## src/rtl/pipe_stage_pkg.sv

```systemverilog
// Shared types and stage codes for the stage-2 reduction pipe sequencer.
package pipe_stage_pkg;

  typedef enum logic [1:0] {
    S_IDLE,
    S_RUN,
    S_DONE
  } seq_state_e;

  localparam logic [2:0] STAGE_DONE   = 3'd7;
  localparam logic [2:0] STAGE_NORM   = 3'd4;
  localparam logic [2:0] STAGE_MAXCOS = 3'd5;
  localparam logic [2:0] STAGE_THR    = 3'd6;
  // Stage whose reconfigurable tile runs in the alternate mode.
  localparam logic [2:0] STAGE_RECONF = 3'd1;

endpackage

```

## src/rtl/pipe_stage_sequencer_stage_next_sel.sv

```systemverilog
// Priority pick of the lowest non-empty stage at or above from_stage.
module stage_next_sel
  import pipe_stage_pkg::*;
#(
  parameter int NUM_STAGES = 7
) (
  input  logic [NUM_STAGES-1:0] nz_mask,
  input  logic [2:0]            from_stage,
  output logic                  found,
  output logic [2:0]            next_stage
);

  // NOTE: every always_comb output gets a default first so no path leaves it unassigned (no latch).
  always_comb begin
    found      = 1'b0;
    next_stage = STAGE_DONE;
    // Descending scan: the last hit written is the lowest qualifying stage.
    for (int s = NUM_STAGES - 1; s >= 0; s--) begin
      if (nz_mask[s] && (3'(s) >= from_stage)) begin
        found      = 1'b1;
        next_stage = 3'(s);
      end
    end
  end

endmodule

```

## src/rtl/pipe_stage_sequencer.sv

```systemverilog
// Programmable stage walk for the div/mul/sqrt/cmp reduction pipe with beat handshake.
module pipe_stage_sequencer
  import pipe_stage_pkg::*;
#(
  parameter int NUM_STAGES = 7,
  parameter int CNT_W      = 8
) (
  input  logic             CLK_i,
  input  logic             RST_i,
  input  logic             cfg_we_i,
  input  logic [2:0]       cfg_addr_i,
  input  logic [CNT_W-1:0] cfg_len_i,
  input  logic             start_i,
  input  logic             abort_i,
  input  logic             in_valid_i,
  input  logic             stall_i,
  output logic             in_ready_o,
  output logic             busy_o,
  output logic [2:0]       stage_o,
  output logic [CNT_W-1:0] step_o,
  output logic             first_o,
  output logic             last_o,
  output logic             mode_o,
  output logic             finished_o
);

  seq_state_e       state_q;
  logic [2:0]       stage_q;
  logic [CNT_W-1:0] step_q;
  logic [CNT_W-1:0] len_q [NUM_STAGES];

  logic                  run;
  logic                  wr_en;
  logic                  beat;
  logic                  is_last;
  logic [CNT_W-1:0]      cur_len;
  logic [NUM_STAGES-1:0] nz_mask;
  logic [2:0]            from_stage;
  logic                  next_found;
  logic [2:0]            next_stage;

  assign run   = (state_q == S_RUN);
  assign wr_en = (state_q == S_IDLE) && cfg_we_i && (cfg_addr_i != STAGE_DONE);
  assign beat  = run && in_valid_i && !stall_i;

  // A write in the same cycle as start is folded in so the pass sees the new length.
  always_comb begin
    nz_mask = '0;
    cur_len = '0;
    for (int s = 0; s < NUM_STAGES; s++) begin
      nz_mask[s] = (wr_en && (cfg_addr_i == 3'(s))) ? (cfg_len_i != '0) : (len_q[s] != '0);
      if (stage_q == 3'(s)) cur_len = len_q[s];
    end
  end

  // Only non-empty stages are ever entered, so cur_len >= 1 whenever this matters.
  assign is_last    = (step_q == cur_len - CNT_W'(1));
  assign from_stage = run ? stage_q + 3'd1 : 3'd0;

  stage_next_sel #(.NUM_STAGES(NUM_STAGES)) u_next_sel (
    .nz_mask    (nz_mask),
    .from_stage (from_stage),
    .found      (next_found),
    .next_stage (next_stage)
  );

  // NOTE: sequential state uses non-blocking assignments only, so every flop samples pre-edge values.
  // NOTE: the length regfile is reset on purpose; a reset must leave every stage skipped.
  always_ff @(posedge CLK_i or posedge RST_i) begin
    if (RST_i) begin
      state_q <= S_IDLE;
      stage_q <= STAGE_DONE;
      step_q  <= '0;
      for (int s = 0; s < NUM_STAGES; s++) len_q[s] <= '0;
    end else if (abort_i) begin
      state_q <= S_IDLE;
      stage_q <= STAGE_DONE;
      step_q  <= '0;
    end else begin
      unique case (state_q)
        S_IDLE: begin
          for (int s = 0; s < NUM_STAGES; s++) begin
            if (wr_en && (cfg_addr_i == 3'(s))) len_q[s] <= cfg_len_i;
          end
          if (start_i) begin
            step_q  <= '0;
            state_q <= next_found ? S_RUN : S_DONE;
            stage_q <= next_stage;
          end
        end
        S_RUN: begin
          if (beat) begin
            if (is_last) begin
              step_q  <= '0;
              stage_q <= next_stage;
              if (!next_found) state_q <= S_DONE;
            end else begin
              step_q <= step_q + CNT_W'(1);
            end
          end
        end
        S_DONE: state_q <= S_IDLE;
        default: state_q <= S_IDLE;
      endcase
    end
  end

  assign in_ready_o = run && !stall_i;
  assign busy_o     = (state_q != S_IDLE);
  assign stage_o    = stage_q;
  assign step_o     = step_q;
  assign first_o    = run && (step_q == '0);
  assign last_o     = run && is_last;
  assign mode_o     = !(run && (stage_q == STAGE_RECONF));
  assign finished_o = (state_q == S_DONE);

endmodule

```

## config.mk

```make
export PLATFORM = sky130hd
export DESIGN_NAME = pipe_stage_sequencer
export DESIGN_NICKNAME = d
export VERILOG_FILES = /design/src/rtl/pipe_stage_pkg.sv /design/src/rtl/pipe_stage_sequencer_stage_next_sel.sv /design/src/rtl/pipe_stage_sequencer.sv
export SDC_FILE = /design/constraint.sdc
export NUM_CORES = 1
export LEC_CHECK = 0
export BUFFER_PORTS_ARGS = -buffer_cell sky130_fd_sc_hd__buf_2
export CORE_MARGIN = 1
export CORE_UTILIZATION = 52
export CTS_CLUSTER_SIZE = 8
export DETAILED_ROUTE_END_ITERATION = 7
export PLACE_DENSITY = 0.71
export SLEW_MARGIN = 20
export SYNTH_ARGS = -nofsm -noshare
export SYNTH_HDL_FRONTEND = slang
export SYNTH_HIERARCHICAL = 1
export SYNTH_SLANG_ARGS = --single-unit
```

## constraint.sdc

```tcl
create_clock -name CLK_i -period 5.8 [get_ports CLK_i]
set_input_delay 0.29 -clock CLK_i [delete_from_list [all_inputs] [get_ports CLK_i]]
set_output_delay 0.29 -clock CLK_i [all_outputs]
set_load 0.1 [all_outputs]
```

==> summary.txt <==
Power
  • Sw Share: 0.388
  • Switching pwr: between 700 and 800 uW
  • Leakage power: roughly 0.0022 uW
  • PD cells: around 370 nW/um^2
  • Seq pwr share: 0.367
  • Power share of the combinational group: 0.385
  • Int Power: approximately 1100 uW
  • Clock Power Share: 0.248
  • Peak supply drop: around 160 uV

Clock tree
  • Sink Count: between 60 and 70
  • Post-CTS Setup Repair Bufs: 0
  • CTS Buf Count: 9
  • CTS tree: done
  • Clock Latency Late Sink: about 0.36 ns
  • Clock root buffer master: clkbuf_8
  • Clock Tree Buf Depth: 2
  • # hold bufs at CTS: 0
  • CTS clock-pin slew for the worst setup and hold paths: about 0.090 ns
  • CTS resizes: 0
  • H-tree depth: 3

Final layout
  • ANT cells: 0
  • Share of layout cells above drive strength 1: 0.279
  • Fillers: 722
  • Area delta synth->final: 9.34%
  • Final layout net count: a little over 500
  • Fin area: between 4000 and 5000 sq um

Global routing
  • Initial antenna violation count: 0
  • GRT Util Overall: 0.282
  • Grt ovf: 0
  • First-pass GRT wire length: approximately 19000 microns
  • Vias in the first global route: about 3500
  • Largest net degree at the start of global routing: 70

Worst setup path
  • CP required: around 5.5 ns
  • Worst path cell trace: ha_1 > nand3b_1 > a2bb2oi_1 > o21ai_0 > nand2_1 > inv_1 > ha_1 > xnor2_1 > xnor2_1 > a2111oi_2 > o211ai_2 > nor3_1 > buf_2
  • Slowest Stage Delay on Critical Path: about 0.78 ns
  • Critical path launch point type: flip-flop
  • WP data arrival: ~4.6 ns
  • Crit path max fanout: 29
  • CP delay by family, top: compound AO/OA/AOI/OAI gates
  • CP max stage cell: ha_1
  • Crit path kind: flip-flop to primary output
  • Critical Path Sink Type: primary output
  • Buf/Inv on CP: 2

Drt
  • DRC viols: 0
  • Vias per inst: 6.22
  • Vias: 3726
  • Routed Antenna Nets: 0
  • Wire per inst: roughly 20 microns
  • DRT Wirelength: approximately 12000 microns
  • Initial drt markers: approximately 200
  • First-pass iteration count of the detailed router: 5

Timing
  • TNS Setup: 0 ns
  • RSZ-0062 raised after global routing: false
  • Setup Skew: ~0.015 ns
  • Final Hold Fails: 0
  • Final setup viols: 0
  • Fin crit period: 4.87 ns
  • Achievable Freq: between 0.2 and 0.25 GHz
  • Worst-Margin Slew: just over 0.9 ns
  • Slew Limit Fails: 0
  • Relative slew slack: 0.385
  • Final period utilization: 0.840
  • WHS: 0.188 ns

Place
  • IO Port Bufs: 34
  • Dpl hpwl: 8640 microns
  • GPL Wtd Cong: around 0.95
  • Dpl cell area: about 4700 sq um

Flow run
  • Max-cap violations: 0

Synthesis
  • Area contributors post-synth: dfrtp_1 37%, mux2_2 14%, nand2_1 4.2%, nor4_1 2.9%, nor2_1 2.6%
  • Yosys reg bits: 69
  • Post-Synthesis Cells: 460
  • Post-synthesis async set-or-reset flop share: 1.00
  • Synth unique cells: between 70 and 80
  • Yosys top cell by area: dfrtp_1
  • Synthesized cell area: roughly 4500 sq um
  • Seq/Total Area, Yosys: 0.384
  • Mapped Avg Cell Area: 9.78 sq um
  • Yosys warns: 6
  • Post-synth top cells: 66 x dfrtp_1, 57 x mux2_2, 50 x nand2_1
  • Syn nets: 486
  • Post-synth EDFFs: 0
  • Ys flop type: dfrtp_1
  • Synth top area share: 0.367
  • Most numerous cell in the Yosys netlist: dfrtp_1

Floorplan
  • IO Count: 35
  • Die Ht: about 95 microns
  • DIE WIDTH: 95.0 microns
  • Die ar.: roughly 9000 sq um
  • Initial core utilization: 0.542
  • Core area: between 8000 and 9000 sq um
  • Row count: 33

Min path
  • Hold Crit Class: input pin to async pin

Status
  • Status: finished, final reports clean
==> layout make-up <==
class,count,area [sq um],share of cell area
tap,105,131,0.0267
multi-input combinational,348,2560,0.520
clock buffer,10,138,0.0280
clock inverter,6,86.3,0.0175
sequential,69,1730,0.352
timing repair buffer,35,178,0.0361
inverter,26,97.6,0.0198
==> final timing paths <==
check	slack, ns	endpoint	cells after the start	startpoint
worst max-delay path	0.93	last_o	13	stage_o[0]
worst max register to register	1.59	step_o[2]	14	stage_o[0]
max in group asynchronous	5.05	len_q[33]	3	RST_i
min in group CLK_i	0.26	state_q[0]	3	start_i
worst min-delay path	0.19	len_q[46]	3	RST_i
worst min register to register	0.53	state_q[0]	1	state_q[1]
==> metrics by stage <==
stage	util	setup slack, ns	total power, uW	std cells
6_report	0.593	0.925	1830	599
5_1_grt	0.593	0.530	1930	599
3_3_place_gp	0.566	1.49	1360	583
4_1_cts	0.593	0.990	1820	599
2_1_floorplan	-	0.0651	1220	460
3_5_place_dp	0.566	1.37	1370	583
==> worst register-to-register path, stage by stage (launching register included) <==
cell and delay (ns):
dfstp_2 0.59, ha_1 0.78, nand3b_1 0.34, a2bb2oi_1 0.32, o21ai_0 0.22, nand2_1 0.14
inv_1 0.05, ha_1 0.26, xnor2_1 0.16, xnor2_1 0.14, a2111oi_2 0.36, o211ai_2 0.20
o21ai_4 0.24, o22ai_1 0.12, a21o_1 0.19
==> metal layers <==
metal,track usage,wire (microns),vias to the layer above
met2,0.448,5530,136
li1,-,-,1753
met4,0.105,253,0
met3,0.0510,714,26
met1,0.384,5270,1811
met5,0,0,-
==> cells in the final DEF, fill, tap and decap left out, types with 6 or more instances in the layout <==
| cell | synthesis | final |
|---|---|---|
| nor4_1 | 21 | 21 |
| inv_1 | 25 | 24 |
| clkbuf_8 | 0 | 10 |
| nand3_1 | 10 | 10 |
| nor2b_1 | 11 | 11 |
| nand2_1 | 50 | 50 |
| o22ai_1 | 6 | 6 |
| ha_1 | 8 | 7 |
| mux2_2 | 57 | 57 |
| dfrtp_1 | 66 | 66 |
| a2bb2oi_1 | 6 | 6 |
| nor2_1 | 31 | 31 |
| nand3b_1 | 10 | 10 |
| a21oi_1 | 23 | 23 |
| buf_2 | 5 | 34 |
| o21ai_0 | 12 | 12 |
| a31oi_1 | 7 | 7 |
| nor3_1 | 8 | 8 |
==> power by group through the flow <==
stage / Clock (uW) / Sequential (uW) / Combinational [uW]
final: 452 / 670 / 703
after global routing: 481 / 682 / 766
after CTS: 460 / 667 / 698
after detailed placement: 0 / 676 / 694
after global placement: 0 / 673 / 685
after floorplan: 0 / 675 / 544
==> logic make-up after synthesis <==
group	count (synthesis)	share of synthesized area
AND/OR/NAND/NOR	173	0.208
XOR/XNOR	8	0.0156
AO/OA/AOI/OAI	98	0.171
multiplexers	61	0.152
adder cells (fa/ha/maj)	8	0.0222
flip-flops	69	0.384
buffers and inverters	43	0.0473
==> flip-flops by register name (all words and copies together) (netlist names) <==
register	cells
state_q	2
stage_o	3
len_q	56
step_o	8
Note: power is estimated with default switching activity, not from simulation.
